--- src/rtl/param_serializer.sv ---
// param_serializer: framed parallel-to-serial transmitter with optional
// parity, selectable bit order and a programmable bit period.
module param_serializer #(
    parameter int DATA_W       = 8,
    parameter int CLKS_PER_BIT = 1,
    parameter int MSB_FIRST    = 1,
    parameter int PARITY_EN    = 0,
    parameter int PARITY_ODD   = 0,
    parameter int STOP_BITS    = 1
) (
    input  logic              CLOCK_50,
    input  logic              resetn,
    input  logic [DATA_W-1:0] din,
    input  logic              din_valid,
    output logic              din_ready,
    output logic              sout,
    output logic              busy,
    output logic              frame_done
);

    typedef enum logic [2:0] {IDLE, START, DATA, PARITY, STOP} state_t;

    localparam int CW = (CLKS_PER_BIT > 1) ? $clog2(CLKS_PER_BIT) : 1;
    localparam int BW = (DATA_W > 1) ? $clog2(DATA_W) : 1;

    localparam logic [CW-1:0] CLK_LAST  = CW'(CLKS_PER_BIT - 1);
    localparam logic [BW-1:0] DATA_LAST = BW'(DATA_W - 1);
    localparam logic [BW-1:0] STOP_LAST = BW'(STOP_BITS - 1);

    state_t            state;
    logic [CW-1:0]     clk_cnt;
    logic [BW-1:0]     bit_cnt;
    logic [DATA_W-1:0] shreg;
    logic [DATA_W-1:0] shreg_nxt;
    logic              parity;
    logic              next_bit;
    logic              bit_end;

    assign bit_end   = (clk_cnt == CLK_LAST);
    assign din_ready = (state == IDLE) && resetn;
    assign busy      = (state != IDLE);

    always_comb begin
        next_bit  = shreg[0];
        shreg_nxt = shreg >> 1;
        if (MSB_FIRST != 0) begin
            next_bit  = shreg[DATA_W-1];
            shreg_nxt = shreg << 1;
        end
    end

    always_ff @(posedge CLOCK_50 or negedge resetn) begin
        if (!resetn) begin
            state      <= IDLE;
            clk_cnt    <= '0;
            bit_cnt    <= '0;
            shreg      <= '0;
            parity     <= 1'b0;
            sout       <= 1'b1;
            frame_done <= 1'b0;
        end else begin
            frame_done <= 1'b0;
            if (state != IDLE)
                clk_cnt <= bit_end ? '0 : clk_cnt + CW'(1);
            unique case (state)
                IDLE: begin
                    if (din_valid) begin
                        state   <= START;
                        shreg   <= din;
                        // parity is taken from the captured word, not the live bus
                        parity  <= (^din) ^ (PARITY_ODD != 0);
                        sout    <= 1'b0;
                        clk_cnt <= '0;
                        bit_cnt <= '0;
                    end
                end
                START: begin
                    if (bit_end) begin
                        state <= DATA;
                        sout  <= next_bit;
                        shreg <= shreg_nxt;
                    end
                end
                DATA: begin
                    if (bit_end) begin
                        if (bit_cnt == DATA_LAST) begin
                            bit_cnt <= '0;
                            if (PARITY_EN != 0) begin
                                state <= PARITY;
                                sout  <= parity;
                            end else begin
                                state <= STOP;
                                sout  <= 1'b1;
                            end
                        end else begin
                            bit_cnt <= bit_cnt + BW'(1);
                            sout    <= next_bit;
                            shreg   <= shreg_nxt;
                        end
                    end
                end
                PARITY: begin
                    if (bit_end) begin
                        state <= STOP;
                        sout  <= 1'b1;
                    end
                end
                STOP: begin
                    if (bit_end) begin
                        if (bit_cnt == STOP_LAST) begin
                            state      <= IDLE;
                            frame_done <= 1'b1;
                            bit_cnt    <= '0;
                        end else begin
                            bit_cnt <= bit_cnt + BW'(1);
                        end
                    end
                end
                default: state <= IDLE;
            endcase
        end
    end

endmodule

--- config.mk ---
export PLATFORM = sky130hd
export DESIGN_NAME = param_serializer
export DESIGN_NICKNAME = d
export VERILOG_FILES = /design/src/rtl/param_serializer.sv
export SDC_FILE = /design/constraint.sdc
export NUM_CORES = 1
export LEC_CHECK = 0
export CAP_MARGIN = 0
export CORE_UTILIZATION = 30
export CTS_BUF_LIST = sky130_fd_sc_hd__clkbuf_16
export DETAILED_ROUTE_END_ITERATION = 12
export GPL_TIMING_DRIVEN = 0
export PLACE_DENSITY = 0.47
export SLEW_MARGIN = 20
export SYNTH_ARGS = -nofsm -noshare
export SYNTH_HDL_FRONTEND = slang
export SYNTH_SLANG_ARGS = --single-unit
export TNS_END_PERCENT = 10
--- constraint.sdc ---
create_clock -name CLOCK_50 -period 3.75 [get_ports CLOCK_50]
set_clock_uncertainty 0.15 [all_clocks]
set_input_delay 1.125 -clock CLOCK_50 [delete_from_list [all_inputs] [get_ports CLOCK_50]]
set_output_delay 1.125 -clock CLOCK_50 [all_outputs]
set_load 0.02 [all_outputs]
==> impl_metrics.json, run 1 <==
{
  "status": "finished clean",
  "slowest_delay_ns": 0.60,
  "antenna_cells": 0,
  "p_int_uw": 680,
  "end_kind": "output port",
  "pwr-share-comb": 0.512,
  "cts_made_buffers": 3,
  "report.final.slew_viol_count": 0,
  "synth-xor-area-share": 0.0157,
  "seq_power_share": 0.285,
  "dpl_cell_area_um2": 1230,
  "worstMarginPinSlew_ns": 0.407,
  "synthCells": 90,
  "synth_simple_gate_area_frac": 0.159,
  "slew_headroom": 0.728,
  "drive_above_1_share": 0.315,
  "synth_seq_cells": 17,
  "avgSynthCellArea_um2": 11.5,
  "crit_fanout": 18,
  "arrival_ns": 2.26,
  "io_buffers": 14,
  "min_path_type": "reg -> reg",
  "rows": 20,
  "critPathBufInv": 3,
  "clk_path_buf_depth": 2,
  "ys_seq_area_frac": 0.413,
  "setup_violations": 0,
  "muxShareOfSynthArea": 0.195,
  "leakagePower_uw": 0.000553,
  "post-route-min-period_ns": 3.54,
  "cts_hold_buffers": 0,
  "power_switching_uw": 359,
  "nets": 123,
  "gp_congestion": 0.756,
  "swShare": 0.345,
  "core_um2": 3150,
  "synth_adder_area_share": 0.0363,
  "grt-ovfl-total": 0,
  "start_util": 0.328,
  "die_area_um2": 3680,
  "fin_area_um2": 1300,
  "finish.utilization": 0.413,
  "synth_compound_gate_area_share": 0.120,
  "cts_sinks": 17,
  "synth_nets": 104,
  "vias": 726,
  "fin_ws_ns": 0.212,
  "hpwl_um": 1390,
  "path_cells": "buf_2 > inv_1 > nor2_1 > clkdlybuf4s50_1",
  "place_ws_ns": -0.527,
  "cts.clk_slew.worst_paths_ns": 0.05,
  "routed_via_density": 4.78,
  "fin_setup_tns_ns": 0,
  "grt_pass1_vias": 731,
  "crit_path_start_kind": "primary input",
  "die_h_um": 60.7,
  "syn_area_um2": 1030,
  "drc_errors": 0,
  "synth_top_family_by_area": "multiplexers",
  "postRouteAntennaNets": 0,
  "drtPass1Iterations": 4,
  "power_frac_clock": 0.203,
  "fin_crit_sh": 0.943,
  "synth_cell_types": 35,
  "areaGrowthSynthToFinish_pct": 26.0,
  "placedCellCount": 148,
  "drt_iter0_drc": 13,
  "layout.cells.non_filler": 152,
  "wl_per_cell_um": 12.3,
  "htreeDepth": 1,
  "crit_required_ns": 2.47,
  "rsz0062_at_grt": "no",
  "crit_family": "buffers and inverters",
  "drt_wl_total_um": 1870,
  "fillers": 330,
  "yosysWarnings": 0,
  "boundaryPins": 15,
  "grt_usage": 0.124,
  "fp.dieW_um": 60.7,
  "cts_tree": "built",
  "pwr_density_cell_nw_per_um2": 797,
  "vdd_drop_max_v": 0.000279,
  "slowest_stage": "clkdlybuf4s50_1",
  "hold_violations": 0,
  "max_cap_violations": 0,
  "clock_latency_ns": 0.25,
  "max_freq_mhz": 283,
  "grt_max_degree": 19,
  "antenna_found_initial": 0,
  "critical_path_class": "in -> out",
  "grt_pass1_wl_um": 3330,
  "ctsRootBufferMaster": "clkbuf_16"
}
power groups by stage:
stage | registers, uW | clock network (uW) | logic, uW
floorplan | 300 | 0 | 413
global placement | 297 | 0 | 534
detailed placement | 300 | 0 | 540
CTS | 296 | 216 | 542
global route | 306 | 228 | 583
finish | 296 | 211 | 532
flip-flops by register name, summed over array words and instances (netlist names):
name and count:
clk_cnt 1, sout 1, shreg 8, frame_done 1
bit_cnt 3, state 3
worst paths after layout:
| kind | to | cells after the start | slack [ns] | startpoint |
|---|---|---|---|---|
| worst max register to register | shreg[3] | 6 | 1.77 | bit_cnt[1] |
| max in group asynchronous | sout | 1 | 2.47 | resetn |
| worst max-delay path | din_ready | 4 | 0.21 | resetn |
| min in group asynchronous | shreg[4] | 1 | 0.65 | resetn |
| worst min register to register | shreg[0] | 1 | 0.34 | shreg[0] |
| worst min-delay path | shreg[0] | 1 | 0.34 | shreg[0] |
repair_timing:
action | 4_1_cts | 5_1_grt
hold endpoints to repair | 0 | 0
setup endpoints to repair | 1 | 1
setup buffers | 0 | 0
resized for setup | 3 | 2
gates cloned | 0 | 0
worst register-to-register path, stage by stage, from the launching register on:
cell	delay, ns
dfrtp_1	0.39
ha_1	0.19
ha_1	0.22
nor2_1	0.15
nand2_2	0.09
a21oi_4	0.30
mux2_2	0.38
Yosys cell counts, drive strengths merged:
cell,number,area share
a211oi,2,0.015
a21oi,4,0.030
a22o,1,0.0085
a31oi,1,0.0061
and2b,1,0.0085
and4bb,1,0.012
buf,4,0.036
dfrtp,16,0.39
dfstp,1,0.025
ha,3,0.036
inv,7,0.025
mux2,17,0.19
mux2i,1,0.0097
nand2,2,0.0097
nand2b,3,0.018
nand3,2,0.0097
nand4,1,0.0061
nor2,6,0.029
nor2b,4,0.031
nor3,2,0.015
nor3b,1,0.0073
nor4,1,0.0061
o2111ai,1,0.0085
o211ai,1,0.0073
o21ai,4,0.019
o311ai,1,0.025
or2,1,0.0061
xnor2,1,0.016
cells by family (layout without fill, tap and decap cells):
kind of cell,count (synthesis),after routing
AO/OA/AOI/OAI,15,15
AND/OR/NAND/NOR,25,25
flip-flops,17,17
XOR/XNOR,1,1
multiplexers,18,18
adder cells (fa/ha/maj),3,3
buffers and inverters,11,29
through the flow:
stage / hold WS [ns] / power [uW]
6_report: 0.344 / 1040
5_1_grt: 0.370 / 1120
4_1_cts: 0.351 / 1050
3_5_place_dp: 0.338 / 840
3_3_place_gp: 0.321 / 831
2_1_floorplan: 0.302 / 713
placed cells by master, fill, tap and decap left out, drive strengths merged, types with 2 or more instances in the layout:
| master | synthesis | final |
|---|---|---|
| mux2 | 17 | 17 |
| dfrtp | 16 | 16 |
| clkdlybuf4s50 | 0 | 13 |
| inv | 7 | 8 |
| nor2 | 6 | 6 |
| buf | 4 | 5 |
| o21ai | 4 | 4 |
| a21oi | 4 | 4 |
| nor2b | 4 | 4 |
| nand2b | 3 | 3 |
| ha | 3 | 3 |
| clkbuf | 0 | 3 |
| nand3 | 2 | 2 |
| a211oi | 2 | 2 |
| nor3 | 2 | 2 |
| nand2 | 2 | 2 |
metal layers:
metal  vias up  GRT usage  wire (um)
met1       353      0.158        890
met4         0     0.0390         15
met2        17      0.203        886
met5         -          0          0
met3         2     0.0384         80
li1        354          -          -
layout make-up:
type | instances | area, um^2 | share of cell area
Multi-Input combinational cell | 62 | 543 | 0.417
Tap cell | 44 | 55.1 | 0.0423
Clock inverter | 1 | 3.75 | 0.00288
Clock buffer | 3 | 75.1 | 0.0576
Inverter | 7 | 26.3 | 0.0202
Buffer | 4 | 37.5 | 0.0288
Sequential cell | 17 | 427 | 0.328
Timing Repair Buffer | 14 | 135 | 0.104
Note: power is estimated with default switching activity, not from simulation.
==> run 2, diff against run 1 <==
- CORE_ASPECT_RATIO: default -> 0.9
- SLEW_MARGIN: 20 -> default
==> impl_metrics.json, run 2 (synthesized netlist as in run 1, its figures left out) <==
{
  "hpwl_um": 1400,
  "die_area_um2": 3680,
  "layout_common_cells": "mux2_2, dfrtp_1, clkdlybuf4s50_1, inv_1, nor2_1",
  "status": "finished clean",
  "max_freq_mhz": 284,
  "boundaryPins": 15,
  "crit_fanout": 18,
  "core_um2": 3160,
  "gp_congestion": 0.748,
  "grt_usage": 0.120,
  "largest_reg_flops": 8,
  "crit_required_ns": 2.47,
  "critical_path_depth": 4,
  "r2r_cells": 6,
  "rr_endpoint": "shreg[5]",
  "crit_family": "buffers and inverters",
  "fin_crit_sh": 0.940,
  "wl_per_cell_um": 12.4,
  "slowest_stage": "clkdlybuf4s50_1",
  "clk_path_buf_depth": 2,
  "arrival_ns": 2.25,
  "placedCellCount": 146,
  "vias": 717,
  "ctsRootBufferMaster": "clkbuf_16",
  "drtPass1Iterations": 4,
  "vdd_drop_max_v": 0.000416,
  "hold_start": "shreg[0]",
  "setup_violations": 0,
  "critical_path_class": "in -> out",
  "antenna_cells": 0,
  "drt_wl_total_um": 1860,
  "post-route-min-period_ns": 3.52,
  "grt-ovfl-total": 0,
  "rrSetupSlack_ns": 1.77,
  "drc_errors": 0,
  "htreeDepth": 1,
  "critPathLaunch": "resetn",
  "regMostFlops": "shreg",
  "drt_iter0_drc": 27,
  "fin_ws_ns": 0.227,
  "cts_sinks": 17,
  "cts.clk_slew.worst_paths_ns": 0.05,
  "pwr_density_cell_nw_per_um2": 797,
  "die_h_um": 57.7,
  "worstReg2RegStart": "bit_cnt[1]",
  "grt_max_degree": 19,
  "worstMarginPinSlew_ns": 0.400,
  "fp.dieW_um": 63.9,
  "end_kind": "output port",
  "rows": 19,
  "slew_headroom": 0.733,
  "crit_path_end": "din_ready",
  "leakagePower_uw": 0.000552,
  "postRouteAntennaNets": 0,
  "slowest_delay_ns": 0.60,
  "layout.cells.non_filler": 150,
  "hold_violations": 0,
  "antenna_found_initial": 0,
  "start_util": 0.327,
  "clock_latency_ns": 0.25,
  "crit_path_start_kind": "primary input",
  "nets": 123,
  "cts_made_buffers": 3,
  "report.final.slew_viol_count": 0,
  "drive_above_1_share": 0.324,
  "top_regs": "shreg x8, bit_cnt x3, state x3",
  "min_path_type": "reg -> reg",
  "rsz0062_at_grt": "no",
  "routed_via_density": 4.78,
  "place_ws_ns": -0.519,
  "grt_pass1_vias": 736,
  "areaGrowthSynthToFinish_pct": 25.9,
  "max_cap_violations": 0,
  "finalPower_uw": 1040,
  "path_cells": "buf_2 > inv_1 > nor2_1 > clkdlybuf4s50_1",
  "cts_tree": "built",
  "critPathBufInv": 3,
  "grt_pass1_wl_um": 3400,
  "finish.utilization": 0.412,
  "fin_setup_tns_ns": 0,
  "io_buffers": 14
}
## run 2: cell types whose count changed in the layout (fill, tap and decap cells not counted), sizes merged
cell / change
clkinv: +1
inv: -1
## run 2: area by class of cell
cell class	count	area, um^2
clock buffer	3	75.1
inverter	7	26.3
tap	42	52.6
fill	306	1860
buffer	4	37.5
clock inverter	1	5.00
multi-input combinational	62	543
timing repair buffer	14	135
sequential	17	427
## run 2: routing by layer
layer  vias up  track usage  part of all wire
li1        355            -                 -
met1       351        0.158              0.52
met3         2       0.0315             0.036
met5         -            0                 0
met4         0       0.0390             0.011
met2         9        0.193              0.44
## run 2: report_power, final
part	internal (uW)	switching (uW)
combinational	278	251
sequential	259	38.4
clock	143	68.0
## run 2: worst min path at each step
stage                to  slack, ns  depth (start not counted)
2_1_floorplan  shreg[0]       0.30                          1
3_3_place_gp   shreg[0]       0.32                          1
3_5_place_dp   shreg[0]       0.33                          1
4_1_cts        shreg[0]       0.34                          1
5_1_grt        shreg[0]       0.37                          1
6_report       shreg[0]       0.34                          1
## run 2: repair_timing
action | CTS | global route
setup buffers | 0 | 0
hold buffers | 0 | 0
endpoints found under the hold margin | 0 | 0
cloned | 0 | 0
setup endpoints to repair | 1 | 1
resized for setup | 3 | 2
## run 2: metrics by stage
stage	hold WS (ns)	area, um^2
global placement	0.320	1230
global route	0.367	1300
floorplan	0.302	1030
detailed placement	0.332	1230
finish	0.343	1300
CTS	0.344	1310
==> run 3, diff against run 2 <==
- CELL_PAD_IN_SITES_DETAIL_PLACEMENT: default -> 0
- CELL_PAD_IN_SITES_GLOBAL_PLACEMENT: default -> 1
- PLACE_DENSITY: 0.47 -> 0.57
- clock period: 3.75 -> 4.3 ns (I/O delays scaled with it)
==> impl_metrics.json, run 3 (synthesized netlist as in run 1, its figures left out) <==
{
  "die_h_um": 57.7,
  "critical_path_class": "in -> out",
  "cts_tree": "built",
  "clock_latency_ns": 0.25,
  "antenna_found_initial": 0,
  "critPathLaunch": "resetn",
  "pwr_density_cell_nw_per_um2": 701,
  "report.final.slew_viol_count": 0,
  "power_frac_clock": 0.207,
  "top_regs": "shreg x8, bit_cnt x3, state x3",
  "post_cts_buffers": 0,
  "cts_sinks": 17,
  "end_kind": "output port",
  "core_um2": 3160,
  "drive_above_1_share": 0.324,
  "cts.clk_slew.worst_paths_ns": 0.05,
  "areaGrowthSynthToFinish_pct": 26.8,
  "grt_pass1_vias": 730,
  "drt_iter0_drc": 24,
  "fin_setup_tns_ns": 0,
  "m1WireLength_um": 1050,
  "max_freq_mhz": 250,
  "grt_usage": 0.128,
  "nets": 123,
  "drc_errors": 0,
  "die_area_um2": 3680,
  "min_path_type": "reg -> reg",
  "largest_reg_flops": 8,
  "crit_fanout": 18,
  "met3_length_um": 69,
  "rsz0062_at_grt": "no",
  "vias": 718,
  "power_switching_uw": 324,
  "clk_path_buf_depth": 2,
  "hold_violations": 0,
  "hpwl_um": 1490,
  "gp_congestion": 0.725,
  "leakagePower_uw": 0.000549,
  "status": "finished clean",
  "top_layer_used": "met4",
  "htreeDepth": 1,
  "routed_via_density": 4.79,
  "regMostFlops": "shreg",
  "cts_made_buffers": 3,
  "fp.dieW_um": 63.9,
  "io_buffers": 14,
  "crit_required_ns": 2.86,
  "max_cap_violations": 0,
  "start_util": 0.327,
  "setup_violations": 0,
  "ctsRootBufferMaster": "clkbuf_16",
  "layout_common_cells": "mux2_2, dfrtp_1, clkdlybuf4s50_1, inv_1, nor2_1",
  "routed-wl-met2_um": 849,
  "drtPass1Iterations": 4,
  "worstReg2RegStart": "bit_cnt[1]",
  "grt_pass1_wl_um": 3590,
  "hold_start": "shreg[0]",
  "p_int_uw": 595,
  "grt_max_degree": 19,
  "antenna_cells": 0,
  "drt_wl_total_um": 2000,
  "finish.utilization": 0.414,
  "arrival_ns": 2.55,
  "grt-ovfl-total": 0,
  "wl_per_cell_um": 13.4,
  "post-route-min-period_ns": 3.99,
  "pwr-share-comb": 0.511,
  "seq_power_share": 0.282,
  "boundaryPins": 15,
  "vdd_drop_max_v": 0.000271,
  "slew_headroom": 0.690,
  "fin_crit_sh": 0.929,
  "postRouteAntennaNets": 0,
  "rows": 19,
  "swShare": 0.352,
  "worstMarginPinSlew_ns": 0.465,
  "crit_path_start_kind": "primary input",
  "fillers": 313
}
run 3: changes by cell type in the layout (fill, tap and decap cells not counted):
cell	delta
clkinvlp_4	+1
clkdlybuf4s15_2	+1
buf_2	-1
clkinv_2	-1
run 3: power by group through the flow:
stage / Clock (uW) / Sequential (uW) / Combinational (uW)
global route: 204 / 268 / 510
finish: 191 / 259 / 469
global placement: 0 / 259 / 468
detailed placement: 0 / 263 / 473
CTS: 196 / 260 / 475
floorplan: 0 / 261 / 360
run 3: path summary, 6_finish.rpt:
check,end,cells past startpoint,slack (ns)
hold / removal,shreg[0],1,0.35
setup / recovery,din_ready,4,0.31
setup reg to reg,shreg[5],6,2.31
max in group asynchronous,sout,1,2.73
hold reg to reg,shreg[0],1,0.35
min in group asynchronous,shreg[5],1,0.93
run 3: metal layers:
layer	vias up	GRT usage
met4	0	0.0487
met3	4	0.0256
li1	356	-
met2	14	0.187
met1	344	0.186
met5	-	0
run 3: per-stage QoR:
step | instances | total power [uW] | setup slack, ns | cell area, um^2 | hold slack (ns)
global placement | 146 | 727 | -0.313 | 1230 | 0.313
detailed placement | 146 | 736 | -0.316 | 1230 | 0.342
floorplan | 90 | 622 | 1.26 | 1030 | 0.302
global route | 150 | 982 | 0.133 | 1310 | 0.362
finish | 150 | 919 | 0.306 | 1310 | 0.352
CTS | 150 | 930 | 0.260 | 1310 | 0.355
run 3: repair_timing:
item / in CTS / in global routing
endpoints found under the setup margin: 1 / 0
hold buffers: 0 / 0
resized for setup: 3 / 0
run 3: critical path, stage by stage:
cell and delay, ns:
clkdlybuf4s15_2 0.47, inv_1 0.08, nor2_1 0.11, clkdlybuf4s50_1 0.60
run 3: layout make-up:
class	instances	area, um^2	share of cell area
clock inverters	1	7.51	0.00573
clock buffers	3	75.1	0.0573
flip-flops and latches	17	427	0.326
repair buffers	14	141	0.108
multi-input cells	62	543	0.415
plain buffers	4	37.5	0.0287
well taps	42	52.6	0.0401
inverters	7	26.3	0.0201
